$ cat config.mk
export PLATFORM = sky130hd
export DESIGN_NAME = acq_sequencer_flat
export DESIGN_NICKNAME = d
export VERILOG_FILES = /design/src/rtl/acq_sequencer_if.sv /design/src/rtl/acq_sequencer.sv /design/src/flat_wrapper.sv
export SDC_FILE = /design/constraint.sdc
export NUM_CORES = 1
export LEC_CHECK = 0
export CORE_ASPECT_RATIO = 0.75
export CORE_MARGIN = 10
export CORE_UTILIZATION = 35
export CTS_CLUSTER_DIAMETER = 200
export DETAILED_ROUTE_END_ITERATION = 8
export DONT_BUFFER_PORTS = 1
export PLACE_DENSITY = 0.51
export SLEW_MARGIN = 25
export SYNTH_ARGS = -nofsm -noshare
export SYNTH_HDL_FRONTEND = slang
export SYNTH_SLANG_ARGS = --single-unit
$ cat constraint.sdc
create_clock -name clk -period 8.1 [get_ports clk]
set_input_delay 1.62 -clock clk [delete_from_list [all_inputs] [get_ports clk]]
set_output_delay 1.62 -clock clk [all_outputs]
set_load 0.02 [all_outputs]
$ cat src/rtl/acq_sequencer_if.sv
// Record bus between the acquisition sequencer, the registration block and the record FIFO.
// The sequencer takes the master side; the registration block and FIFO model take the slave side.
interface acq_sequencer_if #(
    parameter int REC_W = 47
);
    logic             reg_ready;
    logic [REC_W-1:0] reg_data;
    logic             reg_clear;
    logic             reg_operate;
    logic             fifo_full;
    logic             fifo_wr;
    logic [REC_W-1:0] fifo_din;

    modport master (
        input  reg_ready, reg_data, fifo_full,
        output reg_clear, reg_operate, fifo_wr, fifo_din
    );

    modport slave (
        output reg_ready, reg_data, fifo_full,
        input  reg_clear, reg_operate, fifo_wr, fifo_din
    );
endinterface

$ cat src/rtl/acq_sequencer.sv
// Run controller for the pulse-registration datapath: sequences IDLE/CLEAR/RUN, moves
// ready records into the record FIFO, and keeps written/dropped counts plus an overrun flag.
module acq_sequencer #(
    parameter int REC_W      = 47,
    parameter int LOST_BIT   = 44,
    parameter int CNT_W      = 32,
    parameter int CLR_CYCLES = 4
) (
    input  logic             clk,
    input  logic             reset_n,
    input  logic             start,
    input  logic             stop,
    input  logic             limit_en,
    input  logic [CNT_W-1:0] rec_limit,
    acq_sequencer_if.master  bus,
    output logic             busy,
    output logic [CNT_W-1:0] rec_count,
    output logic [CNT_W-1:0] lost_count,
    output logic             overrun
);

    typedef enum logic [1:0] {
        IDLE  = 2'd0,
        CLEAR = 2'd1,
        RUN   = 2'd2
    } state_t;

    localparam logic [CNT_W-1:0] CNT_MAX  = '1;
    localparam logic [3:0]       CLR_LAST = 4'(CLR_CYCLES - 1);

    state_t           state;
    logic [3:0]       clr_cnt;
    logic             limit_en_q;
    logic [CNT_W-1:0] limit_q;
    logic             pending_lost;

    logic             accept;
    logic             drop;
    logic [CNT_W-1:0] rec_next;
    logic [CNT_W-1:0] lost_next;
    logic             limit_hit;

    // Records only count in RUN; the stop cycle still belongs to RUN.
    always_comb begin
        accept    = (state == RUN) && bus.reg_ready && !bus.fifo_full;
        drop      = (state == RUN) && bus.reg_ready &&  bus.fifo_full;
        rec_next  = (rec_count  == CNT_MAX) ? rec_count  : rec_count  + CNT_W'(1);
        lost_next = (lost_count == CNT_MAX) ? lost_count : lost_count + CNT_W'(1);
        limit_hit = accept && limit_en_q && (limit_q != '0) && (rec_next == limit_q);
    end

    always_ff @(posedge clk or negedge reset_n) begin
        if (!reset_n) begin
            state           <= IDLE;
            clr_cnt         <= '0;
            limit_en_q      <= 1'b0;
            limit_q         <= '0;
            pending_lost    <= 1'b0;
            rec_count       <= '0;
            lost_count      <= '0;
            overrun         <= 1'b0;
            busy            <= 1'b0;
            bus.reg_clear   <= 1'b1;
            bus.reg_operate <= 1'b0;
            bus.fifo_wr     <= 1'b0;
            bus.fifo_din    <= '0;
        end else begin
            bus.fifo_wr <= 1'b0;
            case (state)
                IDLE: begin
                    if (start && !stop) begin
                        state        <= CLEAR;
                        clr_cnt      <= '0;
                        limit_en_q   <= limit_en;
                        limit_q      <= rec_limit;
                        rec_count    <= '0;
                        lost_count   <= '0;
                        overrun      <= 1'b0;
                        pending_lost <= 1'b0;
                        busy         <= 1'b1;
                    end
                end

                CLEAR: begin
                    if (stop) begin
                        state <= IDLE;
                        busy  <= 1'b0;
                    end else if (clr_cnt == CLR_LAST) begin
                        state           <= RUN;
                        bus.reg_clear   <= 1'b0;
                        bus.reg_operate <= 1'b1;
                    end else begin
                        clr_cnt <= clr_cnt + 4'd1;
                    end
                end

                RUN: begin
                    if (accept) begin
                        bus.fifo_wr  <= 1'b1;
                        bus.fifo_din <= bus.reg_data | (REC_W'(pending_lost) << LOST_BIT);
                        pending_lost <= 1'b0;
                        rec_count    <= rec_next;
                    end
                    if (drop) begin
                        lost_count   <= lost_next;
                        pending_lost <= 1'b1;
                        overrun      <= 1'b1;
                    end
                    // Outputs are registered alongside the state so they flip on the same edge.
                    if (stop || limit_hit) begin
                        state           <= IDLE;
                        busy            <= 1'b0;
                        bus.reg_clear   <= 1'b1;
                        bus.reg_operate <= 1'b0;
                    end
                end

                default: begin
                    state           <= IDLE;
                    busy            <= 1'b0;
                    bus.reg_clear   <= 1'b1;
                    bus.reg_operate <= 1'b0;
                end
            endcase
        end
    end

endmodule

$ cat src/flat_wrapper.sv
// flat-port wrapper written by rule: the top's interface ports become plain ports
module acq_sequencer_flat 
#(
    parameter int REC_W      = 47,
    parameter int LOST_BIT   = 44,
    parameter int CNT_W      = 32,
    parameter int CLR_CYCLES = 4
)
  (clk, reset_n, start, stop, limit_en, rec_limit, busy, rec_count, lost_count, overrun, bus_reg_ready, bus_reg_data, bus_fifo_full, bus_reg_clear, bus_reg_operate, bus_fifo_wr, bus_fifo_din);
  acq_sequencer_if #(.REC_W(REC_W)) bus_i ();
  input  logic clk;
  input  logic reset_n;
  input  logic start;
  input  logic stop;
  input  logic limit_en;
  input  logic [CNT_W-1:0] rec_limit;
  output logic busy;
  output logic [CNT_W-1:0] rec_count;
  output logic [CNT_W-1:0] lost_count;
  output logic overrun;
  input wire logic [$bits(bus_i.reg_ready)-1:0] bus_reg_ready;
  input wire logic [$bits(bus_i.reg_data)-1:0] bus_reg_data;
  input wire logic [$bits(bus_i.fifo_full)-1:0] bus_fifo_full;
  output wire logic [$bits(bus_i.reg_clear)-1:0] bus_reg_clear;
  output wire logic [$bits(bus_i.reg_operate)-1:0] bus_reg_operate;
  output wire logic [$bits(bus_i.fifo_wr)-1:0] bus_fifo_wr;
  output wire logic [$bits(bus_i.fifo_din)-1:0] bus_fifo_din;
  assign bus_i.reg_ready = bus_reg_ready;
  assign bus_i.reg_data = bus_reg_data;
  assign bus_i.fifo_full = bus_fifo_full;
  assign bus_reg_clear = bus_i.reg_clear;
  assign bus_reg_operate = bus_i.reg_operate;
  assign bus_fifo_wr = bus_i.fifo_wr;
  assign bus_fifo_din = bus_i.fifo_din;
  acq_sequencer #(.REC_W(REC_W), .LOST_BIT(LOST_BIT), .CNT_W(CNT_W), .CLR_CYCLES(CLR_CYCLES)) u_core (.clk(clk), .reset_n(reset_n), .start(start), .stop(stop), .limit_en(limit_en), .rec_limit(rec_limit), .bus(bus_i), .busy(busy), .rec_count(rec_count), .lost_count(lost_count), .overrun(overrun));
endmodule
## After elaboration in Yosys (flattened, before gate mapping)

Index checks and enable logic that the tools add are counted.

| word-level totals | value |
|---|---|
| flip-flop bits (word level) | 156 |
| output and inout port bits | 116 |

| cells by class | value |
|---|---|
| reduce and logical (&&, ||, !) cells | 24 |
| $add $sub $neg | 3 |
| bitwise operators | 2 |
| multiplexer cells | 35 |
| eq/ne operators | 17 |

Operators by type and width:

| kind | number |
|---|---|
| 2-to-1 mux 32 bit | 5 |
| one-hot mux 32 bit (2 select lines) | 2 |
| adder 32 x 1 -> 32 bit, second input constant | 2 |
| equality test 32 bit, second input constant | 2 |
| bitwise OR 47 x 45 -> 47 bit | 1 |
| equality test 32 bit | 1 |
| nonzero test 32 bit | 1 |
| AND reduction 3 bit | 5 |
| 2-to-1 mux 1 bit | 14 |
| 2-to-1 mux 4 bit | 3 |
| AND reduction 4 bit | 3 |
| inequality test 2 bit, second input constant | 5 |
| one-hot mux 1 bit (3 select lines) | 3 |
| 2-to-1 mux 2 bit | 4 |
| inequality test 2 x 1 -> 1 bit, second input constant | 4 |
| one-hot mux 4 bit (2 select lines) | 1 |
| logical AND 1 bit | 7 |
| one-hot mux 2 bit (3 select lines) | 1 |
| adder 4 x 1 -> 4 bit, second input constant | 1 |
| equality test 4 x 2 -> 1 bit, second input constant | 1 |
| one-hot mux 1 bit (2 select lines) | 2 |
| AND reduction 2 bit | 2 |
| nonzero test 2 bit | 2 |
| inequality test 3 x 1 -> 1 bit, second input constant | 1 |
| 7 further kinds | 8 |

## Longest topological paths before layout

Gate-level depths: netlist of the first run.

| logic depth | value |
|---|---|
| depth after elaboration | 9 |
| depth in mapped cells | 13 |

## Least setup slack after synthesis of the first run

No wires, ideal clock.

| timing path | value |
|---|---|
| path type | in2reg |
| start | input port bus_reg_ready |
| end | register u_core.busy |
| buffers on the path | 0 |
| data required time | 7.982 ns |
| stages | 10 |
| slack | 4.585 ns |
| arrival time | 3.397 ns |
| cells stage by stage | nand3b_1 or2_2 inv_1 o211ai_1 a221oi_1 o221ai_1 nor4b_2 nand4_1 or4_4 a21o_1 |

| on the way | value |
|---|---|
| word-level cells in the longest chain between the ends | 8 |

Ends and longest elaborated chain:

| item | line | RTL |
|---|---|---|
| start, declared | flat_wrapper.sv:21 | `input wire logic [$bits(bus_i.reg_ready)-1:0] bus_reg_ready;` |
| logical AND 1 bit (2 in series) | acq_sequencer.sv:45 | `accept = (state == RUN) && bus.reg_ready && !bus.fifo_full;` |
| logical AND 1 bit (3 in series) | acq_sequencer.sv:49 | `limit_hit = accept && limit_en_q && (limit_q != '0) && (rec_next == limit_q);` |
| logical OR 1 bit | acq_sequencer.sv:110 | `if (stop \|\| limit_hit) begin` |
| inequality test 2 bit (no source line) | n/a |  |
| AND reduction 3 bit (no source line) | n/a |  |
| end signal, assigned | acq_sequencer.sv:62 | `busy <= 1'b0;` |
| end signal, assigned | acq_sequencer.sv:112 | `busy <= 1'b0;` |
| end signal, assigned | acq_sequencer.sv:120 | `busy <= 1'b0;` |
| end, declared | acq_sequencer.sv:16 | `output logic busy,` |

Every way passes these cells.
A chain may end at the register's enable or synchronous reset.

## Worst setup path in the final report of the first run

| timing path | value |
|---|---|
| start | register u_core.rec_count[19] |
| end | register u_core.bus.reg_operate |

| on the way | value |
|---|---|
| word-level cells in the longest chain between the ends | 7 |

Ends and longest elaborated chain:

| item | line | RTL |
|---|---|---|
| start, declared | acq_sequencer.sv:17 | `output logic [CNT_W-1:0] rec_count,` |
| start signal, assigned | acq_sequencer.sv:102 | `rec_count <= rec_next;` |
| adder 32 x 1 -> 32 bit / equality test 32 bit (equally long branches) | acq_sequencer.sv:47 | `rec_next = (rec_count == CNT_MAX) ? rec_count : rec_count + CNT_W'(1);` |
| 2-to-1 mux 32 bit * | acq_sequencer.sv:47 |  |
| equality test 32 bit * | acq_sequencer.sv:49 |  |
| logical AND 1 bit * | acq_sequencer.sv:49 |  |
| logical OR 1 bit * | acq_sequencer.sv:110 |  |
| inequality test 2 bit (no source line) * | n/a |  |
| AND reduction 4 bit (no source line) * | n/a |  |
| end signal, assigned | acq_sequencer.sv:64 | `bus.reg_operate <= 1'b0;` |
| end signal, assigned | acq_sequencer.sv:114 | `bus.reg_operate <= 1'b0;` |
| end signal, assigned | acq_sequencer.sv:122 | `bus.reg_operate <= 1'b0;` |
| end, declared | acq_sequencer_if.sv:16 | `output reg_clear, reg_operate, fifo_wr, fifo_din` |

Every way passes the cells marked *; elsewhere a longest branch is shown, timed or not.

==> results.tsv, run 1 <==
stage	metric	value	unit
die	Initial Util	35.5	%
die	IO Count	202	
timing	Tmin final	3.84	ns
die	# rows	48	
layout	diode count	0	
global_routing	vias in the first global route	6307	
timing	setup ws final	4.26	ns
timing	setup_tns	0	ns
min_path	Worst Hold Class	flip-flop to flip-flop	
clock_network	Post-CTS Setup Bufs	0	
placement	port bufs	0	
route	drt total wl	25900	um
layout	register area	0.00391	mm^2
synth	Post-Synth Simple-Gate Area	29.2	%
global_routing	initial antenna violation count	0	
power_and_ir_drop	Pwr Total	1.86	mW
route	iteration count of the initial detailed-routing pass	5	
die	Die Y	152	um
synth	Async SR Flop Fraction	100	%
route	WL per Instance	21.2	um
critical_path	CP Class	flip-flop to flip-flop	
timing	period utilization	47.4	%
synth	Synth Area in Compound Gates	10.4	%
route	via count	6683	
clock_network	CTS root buffer	clkbuf_16	
route	Residual DRC	0	
die	DIE AREA	0.0299	mm^2
synth	synth warn	0	
timing	fmax	261	MHz
timing	RSZ-0062 raised after global routing	no	
clock_network	Resized cells post-CTS	0	
global_routing	largest net degree at the start of global routing	157	
synth	largest family of logic cells by synthesized area	simple AND/OR/NAND/NOR gates	
layout	layout cells sized above 1	7.58	%
layout	most frequent cells in the layout	nand2_1 (302), dfrtp_1 (155), o21ai_0 (59)	
timing	setup violators final	0	
global_routing	Total GRT Usage	17.1	%
route	number of DRC markers in iteration 0	470	
power_and_ir_drop	Static Leak	4.09	nW
layout	Layout Nets	999	
route	Avg Vias per Cell	5.46	
clock_network	total CTS buffers	17	
timing	Worst-Margin Slew	0.913	ns
global_routing	grt total ovfl	0	
critical_path	CP Max Fanout	10	
synth	Seq/Total Area, Yosys	47.9	%
die	Die X	196	um
die	Core Box Area	0.0229	mm^2
synth	xor/xnor cell area share of the yosys netlist	7.73	%
global_routing	first-pass GRT wire length	40100	um
layout	non-filler cells, final	1223	
synth	synthesis-stage register bit count	156	
layout	post-route core utilization	39.0	%
clock_network	CTS HTree Levels	4	
route	post-route ant nets	0	
clock_network	CTS tree	built	
power_and_ir_drop	Cell Pwr Density	208	mW/mm^2
clock_network	clock latency on the worst-skew pair	0.43	ns
clock_network	Reg clk slew, reported paths	0.06	ns
synth	multiplexer share of the synthesized area	0.905	%
placement	Placed Area	0.00834	mm^2
synth	cells after synthesis	933	
layout	most common cell after layout, fill and taps aside	nand2_1	
synth	Post-Synth Adder-Cell Area	0.460	%
synth	number of synthesized flops with an enable pin	0	
placement	dpl ws	4.27	ns
synth	Distinct cells, synth	64	
synth	mapped cell area	0.00815	mm^2
layout	Finished Cell Area	0.00894	mm^2
timing	Rel. slew slack	39.1	%
synth	Avg Cell Area, Syn	8.74	um^2
critical_path	Critical Path AT	4.15	ns
clock_network	hold buffer count at cts	0	
timing	Fin. Hold Viols	0	
placement	Inst Count DP	1191	
placement	Final Wtd Congestion	0.903	
timing	clock skew	0.0115	ns
timing	Final Max Tran Viols	0	
critical_path	Critical Path Sink Type	flip-flop	
synth	synthesized netlist net count	1022	
layout	Synth-to-Final Area Change	9.68	%
power_and_ir_drop	Max VDD drop	0.134	mV
layout	Filler Cells Inserted	2343	
timing	hold_ws	0.501	ns
synth	ys flop type	dfrtp_1	
layout	Multi-input gate area	0.00398	mm^2
run_status	status	completed	
clock_network	Sink Count	156	
clock_network	CTS Buffer Depth	2	
placement	Post-DP HPWL	18700	um
critical_path	startpoint types	flip-flop	
flow_run	# Max-Cap Violations	0	
critical_path	Worst Path Required	8.41	ns
cells in the mapped netlist (4+ instances only):
cell type / count / area, um^2
a21oi_1: 18 / 90.1
nand3_1: 27 / 135
nand4b_1: 4 / 35.0
o31ai_1: 15 / 113
nor4_1: 14 / 87.6
nor2_1: 52 / 195
dfrtp_1: 155 / 3880
nor2b_1: 6 / 37.5
nand4_1: 18 / 113
a221oi_1: 4 / 35.0
xor2_1: 42 / 368
a31oi_1: 12 / 75.1
mux2i_1: 4 / 40.0
or2_2: 5 / 31.3
buf_2: 9 / 45.0
nand2_1: 302 / 1130
and2_1: 5 / 31.3
nand2b_1: 5 / 31.3
nor3_1: 14 / 70.1
inv_1: 13 / 48.8
and3_1: 11 / 68.8
and4_1: 9 / 78.8
o21ai_0: 59 / 295
buf_6: 4 / 45.0
clkbuf_1: 30 / 113
or3_1: 8 / 50.1
xnor2_1: 30 / 263
worst max-delay path, stage by stage (launching register included):
cell and delay (ns):
dfrtp_1 0.80, and3_1 0.50, nand2_1 0.11, or3_1 0.42, nand4b_1 0.35, xnor2_1 0.25, a2111oi_2 0.32, nand4b_1 0.18
or4_4 0.60, and4_1 0.18
final timing paths:
path / from / to / slack, ns / depth (start not counted)
min in group asynchronous: reset_n / u_core.bus.fifo_din[13]$_DFFE_PN0P_ / 0.88 / 0
max in group asynchronous: reset_n / u_core.bus.reg_clear$_DFFE_PN1P_ / 6.92 / 0
hold / removal: u_core.limit_en_q$_DFFE_PN0P_ / u_core.limit_en_q$_DFFE_PN0P_ / 0.50 / 2
hold reg to reg: u_core.limit_en_q$_DFFE_PN0P_ / u_core.limit_en_q$_DFFE_PN0P_ / 0.50 / 2
setup / recovery: u_core.rec_count[19]$_DFFE_PN0P_ / u_core.bus.reg_operate$_DFFE_PN0P_ / 4.26 / 9
setup reg to reg: u_core.rec_count[19]$_DFFE_PN0P_ / u_core.bus.reg_operate$_DFFE_PN0P_ / 4.26 / 9
cells by family (layout without fill, tap and decap cells):
family,Yosys count,count (layout)
mux,7,7
fa+ha+maj,3,3
xor+xnor,72,72
flops,156,156
compound gates,131,131
buf+inv,60,50
simple gates,504,504
layer usage:
metal / vias to the layer above / track usage, % / part of all wire, %
li1: 3149 / - / -
met2: 296 / 22.1 / 40
met4: 0 / 4.28 / 0.96
met5: - / 0 / 0
met3: 15 / 6.93 / 11
met1: 3223 / 25.4 / 48
where the power goes:
group          switching, mW  internal [mW]
Clock                  0.334          0.472
Combinational         0.0860         0.0648
Sequential            0.0791          0.828
cell type report:
class	instances	share of cell area (%)
repair buffers	5	0.420
clock inverters	13	1.59
clock buffers	19	5.06
inverters	13	0.546
flip-flops and latches	156	43.7
well taps	300	4.20
multi-input cells	717	44.5
registers in the layout, summed over array words and instances (netlist names), 2 cells and up:
| register | flops |
|---|---|
| u_core.rec_count | 32 |
| u_core.lost_count | 32 |
| u_core.state | 2 |
| u_core.bus.fifo_din | 47 |
| u_core.clr_cnt | 4 |
| u_core.limit_q | 32 |
Note: power is estimated with default switching activity, not from simulation.
==> inputs of run 2 (changes only) <==
--- a/config.mk
+++ b/config.mk
@@ -11,7 +11,7 @@
 export CTS_CLUSTER_DIAMETER = 200
 export DETAILED_ROUTE_END_ITERATION = 8
 export DONT_BUFFER_PORTS = 1
-export PLACE_DENSITY = 0.51
+export PLACE_DENSITY = 0.53
 export SLEW_MARGIN = 25
 export SYNTH_ARGS = -nofsm -noshare
 export SYNTH_HDL_FRONTEND = slang
==> constraint.sdc (replaced) <==
create_clock -name clk -period 3.1 [get_ports clk]
set_input_delay 0.62 -clock clk [delete_from_list [all_inputs] [get_ports clk]]
set_output_delay 0.62 -clock clk [all_outputs]
set_load 0.02 [all_outputs]
==> run 2 against run 1 <==
Compared with the run above: the run now ends with hold timing left; maximum frequency grew 28%; clock skew grew 0.0019 ns; clock power grew to 2.7 times the previous value; count of clock-buffer cells in the layout grew 1; global-route usage grew 0.34 points; total power grew to 2.6 times the previous value; non-clock buffer count grew 76; critical path depth grew 2; first-iteration DRC count grew 17%; via count grew 4.2%; wire length grew 1.3%; sequential power grew to 2.6 times the previous value; critical path type unchanged; critical endpoint is now u_core.busy$_DFFE_PN0P_; highest routed layer unchanged.
==> results.tsv, run 2 (same netlist as run 1, synthesis figures left out) <==
stage	metric	value	unit
run_status	status	finished, violations left	
run_status	failing checks	hold timing	
route	via count	6964	
min_path	Worst Hold Class	input pin to asynchronous set/reset pin	
layout	Synth-to-Final Area Change	17.3	%
power_and_ir_drop	Pwr Total	4.91	mW
placement	Inst Count DP	1259	
route	WL per Instance	20.2	um
global_routing	vias in the first global route	6638	
layout	layout cells sized above 1	15.3	%
route	Residual DRC	0	
timing	clock skew	0.0134	ns
critical_path	startpoint types	flip-flop	
die	# rows	48	
layout	most frequent cells in the layout	nand2_1 (301), dfrtp_1 (155), buf_4 (81)	
clock_network	CTS HTree Levels	4	
clock_network	CTS Buffer Depth	2	
route	iteration count of the initial detailed-routing pass	5	
timing	fmax	335	MHz
die	Core Box Area	0.0229	mm^2
timing	setup ws final	0.111	ns
clock_network	Reg clk slew, reported paths	0.07	ns
route	met3 WL	2690	um
critical_path	Critical Path Sink Type	flip-flop	
critical_path	Worst Path Required	3.41	ns
layout	register name with the most flops	u_core.bus.fifo_din	
clock_network	CTS tree	built	
die	IO Count	202	
global_routing	Total GRT Usage	17.5	%
route	post-route ant nets	0	
layout	max reg flops	47	
timing	Fin. Hold Viols	155	
power_and_ir_drop	Max VDD drop	0.323	mV
power_and_ir_drop	Static Leak	4.50	nW
global_routing	largest net degree at the start of global routing	157	
timing	period utilization	96.4	%
placement	port bufs	0	
timing	Final Max Tran Viols	0	
placement	Final Wtd Congestion	0.935	
route	drt total wl	26200	um
die	Die X	196	um
timing	Rel. slew slack	49.4	%
timing	setup_tns	0	ns
placement	dpl ws	0.0379	ns
route	Avg Vias per Cell	5.36	
clock_network	CTS root buffer	clkbuf_16	
timing	Worst-Margin Slew	0.759	ns
power_and_ir_drop	Cell Pwr Density	514	mW/mm^2
clock_network	total CTS buffers	17	
global_routing	grt total ovfl	0	
critical_path	CP Max Fanout	7	
timing	setup violators final	0	
global_routing	initial antenna violation count	1	
route	metal1 wirelength	12600	um
die	DIE AREA	0.0299	mm^2
layout	Layout Nets	1075	
critical_path	CP Class	flip-flop to flip-flop	
timing	hold_ws	-0.111	ns
timing	Tmin final	2.99	ns
placement	Post-DP HPWL	19700	um
global_routing	first-pass GRT wire length	41000	um
clock_network	Sink Count	156	
flow_run	# Max-Cap Violations	0	
route	Max Used Layer	met4	
route	metal2 WL	10600	um
layout	non-filler cells, final	1300	
route	number of DRC markers in iteration 0	551	
critical_path	Critical Path AT	3.30	ns
clock_network	clock latency on the worst-skew pair	0.43	ns
layout	most common cell after layout, fill and taps aside	nand2_1	
die	Initial Util	35.5	%
die	Die Y	152	um
run 2: cell types whose count changed in the layout (fill, tap and decap cells not counted), sizes merged:
cell and delta:
clkinv -4, bufinv +1, inv -1, buf +76
clkinvlp +2, diode +2, clkbuf +1
run 2: cell type report:
class                           instances  area (um^2)
Fill cell                            2315        13400
Multi-Input combinational cell        717         4020
Sequential cell                       156         3910
Timing Repair Buffer                   81          608
Clock buffer                           20          457
Tap cell                              300          375
Clock inverter                         11          144
Inverter                               13         48.8
Antenna cell                            2         5.00
run 2: routing by layer:
layer | vias up | track usage [%]
li1 | 3299 | -
met2 | 301 | 23.0
met4 | 0 | 4.35
met3 | 24 | 6.71
met5 | - | 0
met1 | 3340 | 25.7
run 2: critical path: stages, from the launching register on:
cell and delay (ns):
dfrtp_1 0.38, ha_2 0.22, nand3_2 0.12, nor4_4 0.30, buf_4 0.19, nand3_4 0.16
nand2_4 0.14, xnor2_1 0.11, a2111oi_2 0.33, nand4b_1 0.14, or4_4 0.58, a21o_1 0.18
run 2: report_power, final:
part | internal [mW] | switching [mW] | total (mW) | leakage (nW)
clock network | 1.30 | 0.841 | 2.14 | 0.284
logic | 0.172 | 0.229 | 0.401 | 2.12
registers | 2.16 | 0.207 | 2.37 | 2.10
run 2: per-stage QoR:
stage / hold WS [ns] / util [%] / instance area (um^2)
3_5_place_dp: 0.329 / 38.6 / 8850
6_report: -0.111 / 41.7 / 9560
5_1_grt: -0.139 / 41.7 / 9560
4_1_cts: -0.130 / 41.2 / 9450
3_3_place_gp: 0.330 / 38.6 / 8850
2_1_floorplan: 0.324 / - / 8150
run 2: path summary, 6_finish.rpt:
path / start / endpoint / slack, ns / depth (start not counted)
setup / recovery: u_core.rec_count[1]$_DFFE_PN0P_ / u_core.busy$_DFFE_PN0P_ / 0.11 / 11
hold / removal: reset_n / u_core.bus.fifo_din[12]$_DFFE_PN0P_ / -0.11 / 0
setup reg to reg: u_core.rec_count[1]$_DFFE_PN0P_ / u_core.busy$_DFFE_PN0P_ / 0.11 / 11
hold reg to reg: u_core.clr_cnt[1]$_DFFE_PN0P_ / u_core.clr_cnt[1]$_DFFE_PN0P_ / 0.52 / 2
max in group asynchronous: reset_n / u_core.bus.reg_clear$_DFFE_PN1P_ / 2.91 / 0
min in group clk: stop / u_core.state[1]$_DFFE_PN0P_ / 0.28 / 1
run 2: what timing repair did:
action	CTS	global route
hold endpoints to repair	155	155
setup buffers	0	8
setup endpoints to repair	1	4
gates resized for setup	1	14
pin swaps	0	6
==> inputs of run 3 (changes only) <==
--- a/config.mk
+++ b/config.mk
@@ -11,7 +11,7 @@
 export CTS_CLUSTER_DIAMETER = 200
 export DETAILED_ROUTE_END_ITERATION = 8
 export DONT_BUFFER_PORTS = 1
-export PLACE_DENSITY = 0.53
+export PLACE_DENSITY = 0.51
 export SLEW_MARGIN = 25
 export SYNTH_ARGS = -nofsm -noshare
 export SYNTH_HDL_FRONTEND = slang
==> constraint.sdc (replaced) <==
create_clock -name clk -period 3.4 [get_ports clk]
set_input_delay 0.68 -clock clk [delete_from_list [all_inputs] [get_ports clk]]
set_output_delay 0.68 -clock clk [all_outputs]
set_load 0.02 [all_outputs]
==> run 3 against run 2 <==
Compared with the run above: the flow still finishes with violations (hold timing); combinational power decreased by 8.7%; total power decreased by 10%; register-to-register slack improved by 0.097 ns; non-clock buffer count decreased by 24; sequential share of layout area increased by 1.1 points; largest cell class unchanged; highest routed layer unchanged.
==> results.tsv, run 3 (same netlist as run 1, synthesis figures left out) <==
stage	metric	value	unit
timing	Worst-Margin Slew	0.890	ns
flow_run	# Max-Cap Violations	0	
clock_network	Reg clk slew, reported paths	0.07	ns
power_and_ir_drop	Sw Ratio	26.8	%
placement	Final Wtd Congestion	0.942	
critical_path	Reg2Reg Depth	8	
die	Core Box Area	0.0229	mm^2
route	via count	6803	
global_routing	Total GRT Usage	17.5	%
timing	RSZ-0062 raised after global routing	no	
critical_path	reg2reg start	u_core.rec_count[13]$_DFFE_PN0P_	
placement	Inst Count DP	1243	
route	drt total wl	26500	um
power_and_ir_drop	Max VDD drop	0.312	mV
placement	Post-DP HPWL	19700	um
timing	clock skew	0.00900	ns
critical_path	Setup crit start	u_core.rec_count[13]$_DFFE_PN0P_	
timing	Tmin final	3.19	ns
layout	layout cells sized above 1	12.0	%
placement	Placed Area	0.00873	mm^2
critical_path	Critical Path Sink Type	flip-flop	
global_routing	largest net degree at the start of global routing	157	
die	Die X	196	um
clock_network	Resized cells post-CTS	0	
power_and_ir_drop	Sequential Power Share	49.0	%
run_status	failing checks	hold timing	
layout	register name with the most flops	u_core.bus.fifo_din	
power_and_ir_drop	Clk pwr share	42.7	%
critical_path	startpoint types	flip-flop	
timing	hold_ws	-0.0528	ns
layout	post-route core utilization	40.6	%
timing	fmax	313	MHz
clock_network	CTS root buffer	clkbuf_16	
power_and_ir_drop	Static Leak	4.35	nW
route	iteration count of the initial detailed-routing pass	5	
placement	port bufs	0	
layout	non-filler cells, final	1276	
timing	Rel. slew slack	40.7	%
power_and_ir_drop	Gate power share	8.3	%
min_path	Worst Hold Class	input pin to asynchronous set/reset pin	
global_routing	initial antenna violation count	0	
route	Avg Vias per Cell	5.33	
route	Residual DRC	0	
timing	Fin. Hold Viols	83	
layout	most frequent cells in the layout	nand2_1 (302), dfrtp_1 (155), o21ai_0 (59)	
critical_path	Critical Path AT	3.51	ns
die	Initial Util	35.5	%
clock_network	Sink Count	156	
critical_path	CP Class	flip-flop to flip-flop	
clock_network	CTS tree	built	
run_status	status	finished, violations left	
global_routing	vias in the first global route	6566	
die	Die Y	152	um
layout	most common cell after layout, fill and taps aside	nand2_1	
route	post-route ant nets	0	
clock_network	Post-CTS Setup Bufs	0	
layout	max reg flops	47	
layout	Layout Nets	1051	
power_and_ir_drop	Cell Pwr Density	474	mW/mm^2
layout	Synth-to-Final Area Change	14.1	%
clock_network	CTS HTree Levels	4	
die	IO Count	202	
critical_path	R2R Setup Slk	0.21	ns
timing	Final Max Tran Viols	0	
critical_path	CP Max Fanout	10	
clock_network	clock latency on the worst-skew pair	0.42	ns
timing	setup_tns	0	ns
critical_path	Worst Path Required	3.72	ns
die	# rows	48	
route	number of DRC markers in iteration 0	515	
clock_network	CTS Buffer Depth	2	
global_routing	first-pass GRT wire length	41200	um
critical_path	worst reg2reg path endpoint	u_core.bus.reg_operate$_DFFE_PN0P_	
timing	period utilization	93.9	%
die	DIE AREA	0.0299	mm^2
timing	setup violators final	0	
power_and_ir_drop	net switching power	1.18	mW
clock_network	total CTS buffers	17	
global_routing	grt total ovfl	0	
power_and_ir_drop	internal power	3.23	mW
layout	Finished Cell Area	0.00930	mm^2
route	WL per Instance	20.7	um
## run 3: cell count changes in the layout (fill, tap and decap cells not counted), moves of 2 or more
cell	delta
buf_4	-24
clkbuf_1	+3
and3_1	+2
and3_2	-2
and4_1	+2
nand2_4	-2
## run 3: critical path: stages, from the launching register on
cell and delay (ns):
dfrtp_1 0.35, and4_1 0.47, and4_1 0.45, and3_1 0.43
nand3_2 0.12, a2111oi_2 0.37, nand4b_1 0.13, or4_4 0.59
and4_1 0.18
## run 3: worst max path at each step
stage / to / slack [ns] / cells past startpoint
2_1_floorplan: u_core.busy$_DFFE_PN0P_ / 0.31 / 13
3_3_place_gp: u_core.busy$_DFFE_PN0P_ / 0.30 / 8
3_5_place_dp: u_core.busy$_DFFE_PN0P_ / 0.25 / 8
4_1_cts: u_core.bus.reg_operate$_DFFE_PN0P_ / 0.24 / 8
5_1_grt: u_core.bus.reg_operate$_DFFE_PN0P_ / 0.05 / 9
6_report: u_core.bus.reg_operate$_DFFE_PN0P_ / 0.21 / 8
## run 3: per-stage QoR
step	total power [mW]	worst slack, ns
2_1_floorplan	2.42	0.311
3_3_place_gp	2.55	0.303
3_5_place_dp	2.56	0.249
4_1_cts	4.47	0.240
5_1_grt	4.62	0.0463
6_report	4.41	0.208
## run 3: routing by layer
layer | wire length [um] | share of wire [%] | GRT usage [%]
met3 | 3290 | 12 | 7.94
met2 | 10500 | 40 | 23.0
met1 | 12400 | 47 | 25.4
met4 | 218 | 0.82 | 3.63
met5 | 0 | 0 | 0
## run 3: power by group through the flow
stage / logic, mW / registers [mW] / clock network [mW]
floorplan: 0.287 / 2.13 / 0
global placement: 0.362 / 2.19 / 0
detailed placement: 0.365 / 2.19 / 0
CTS: 0.367 / 2.16 / 1.94
global route: 0.417 / 2.18 / 2.02
finish: 0.366 / 2.16 / 1.88
## run 3: layout make-up
cell class | count | area (um^2)
Antenna cell | 1 | 2.50
Clock buffer | 22 | 454
Clock inverter | 10 | 115
Fill cell | 2378 | 13600
Inverter | 13 | 48.8
Multi-Input combinational cell | 717 | 3980
Sequential cell | 156 | 3910
Tap cell | 300 | 375
Timing Repair Buffer | 57 | 428
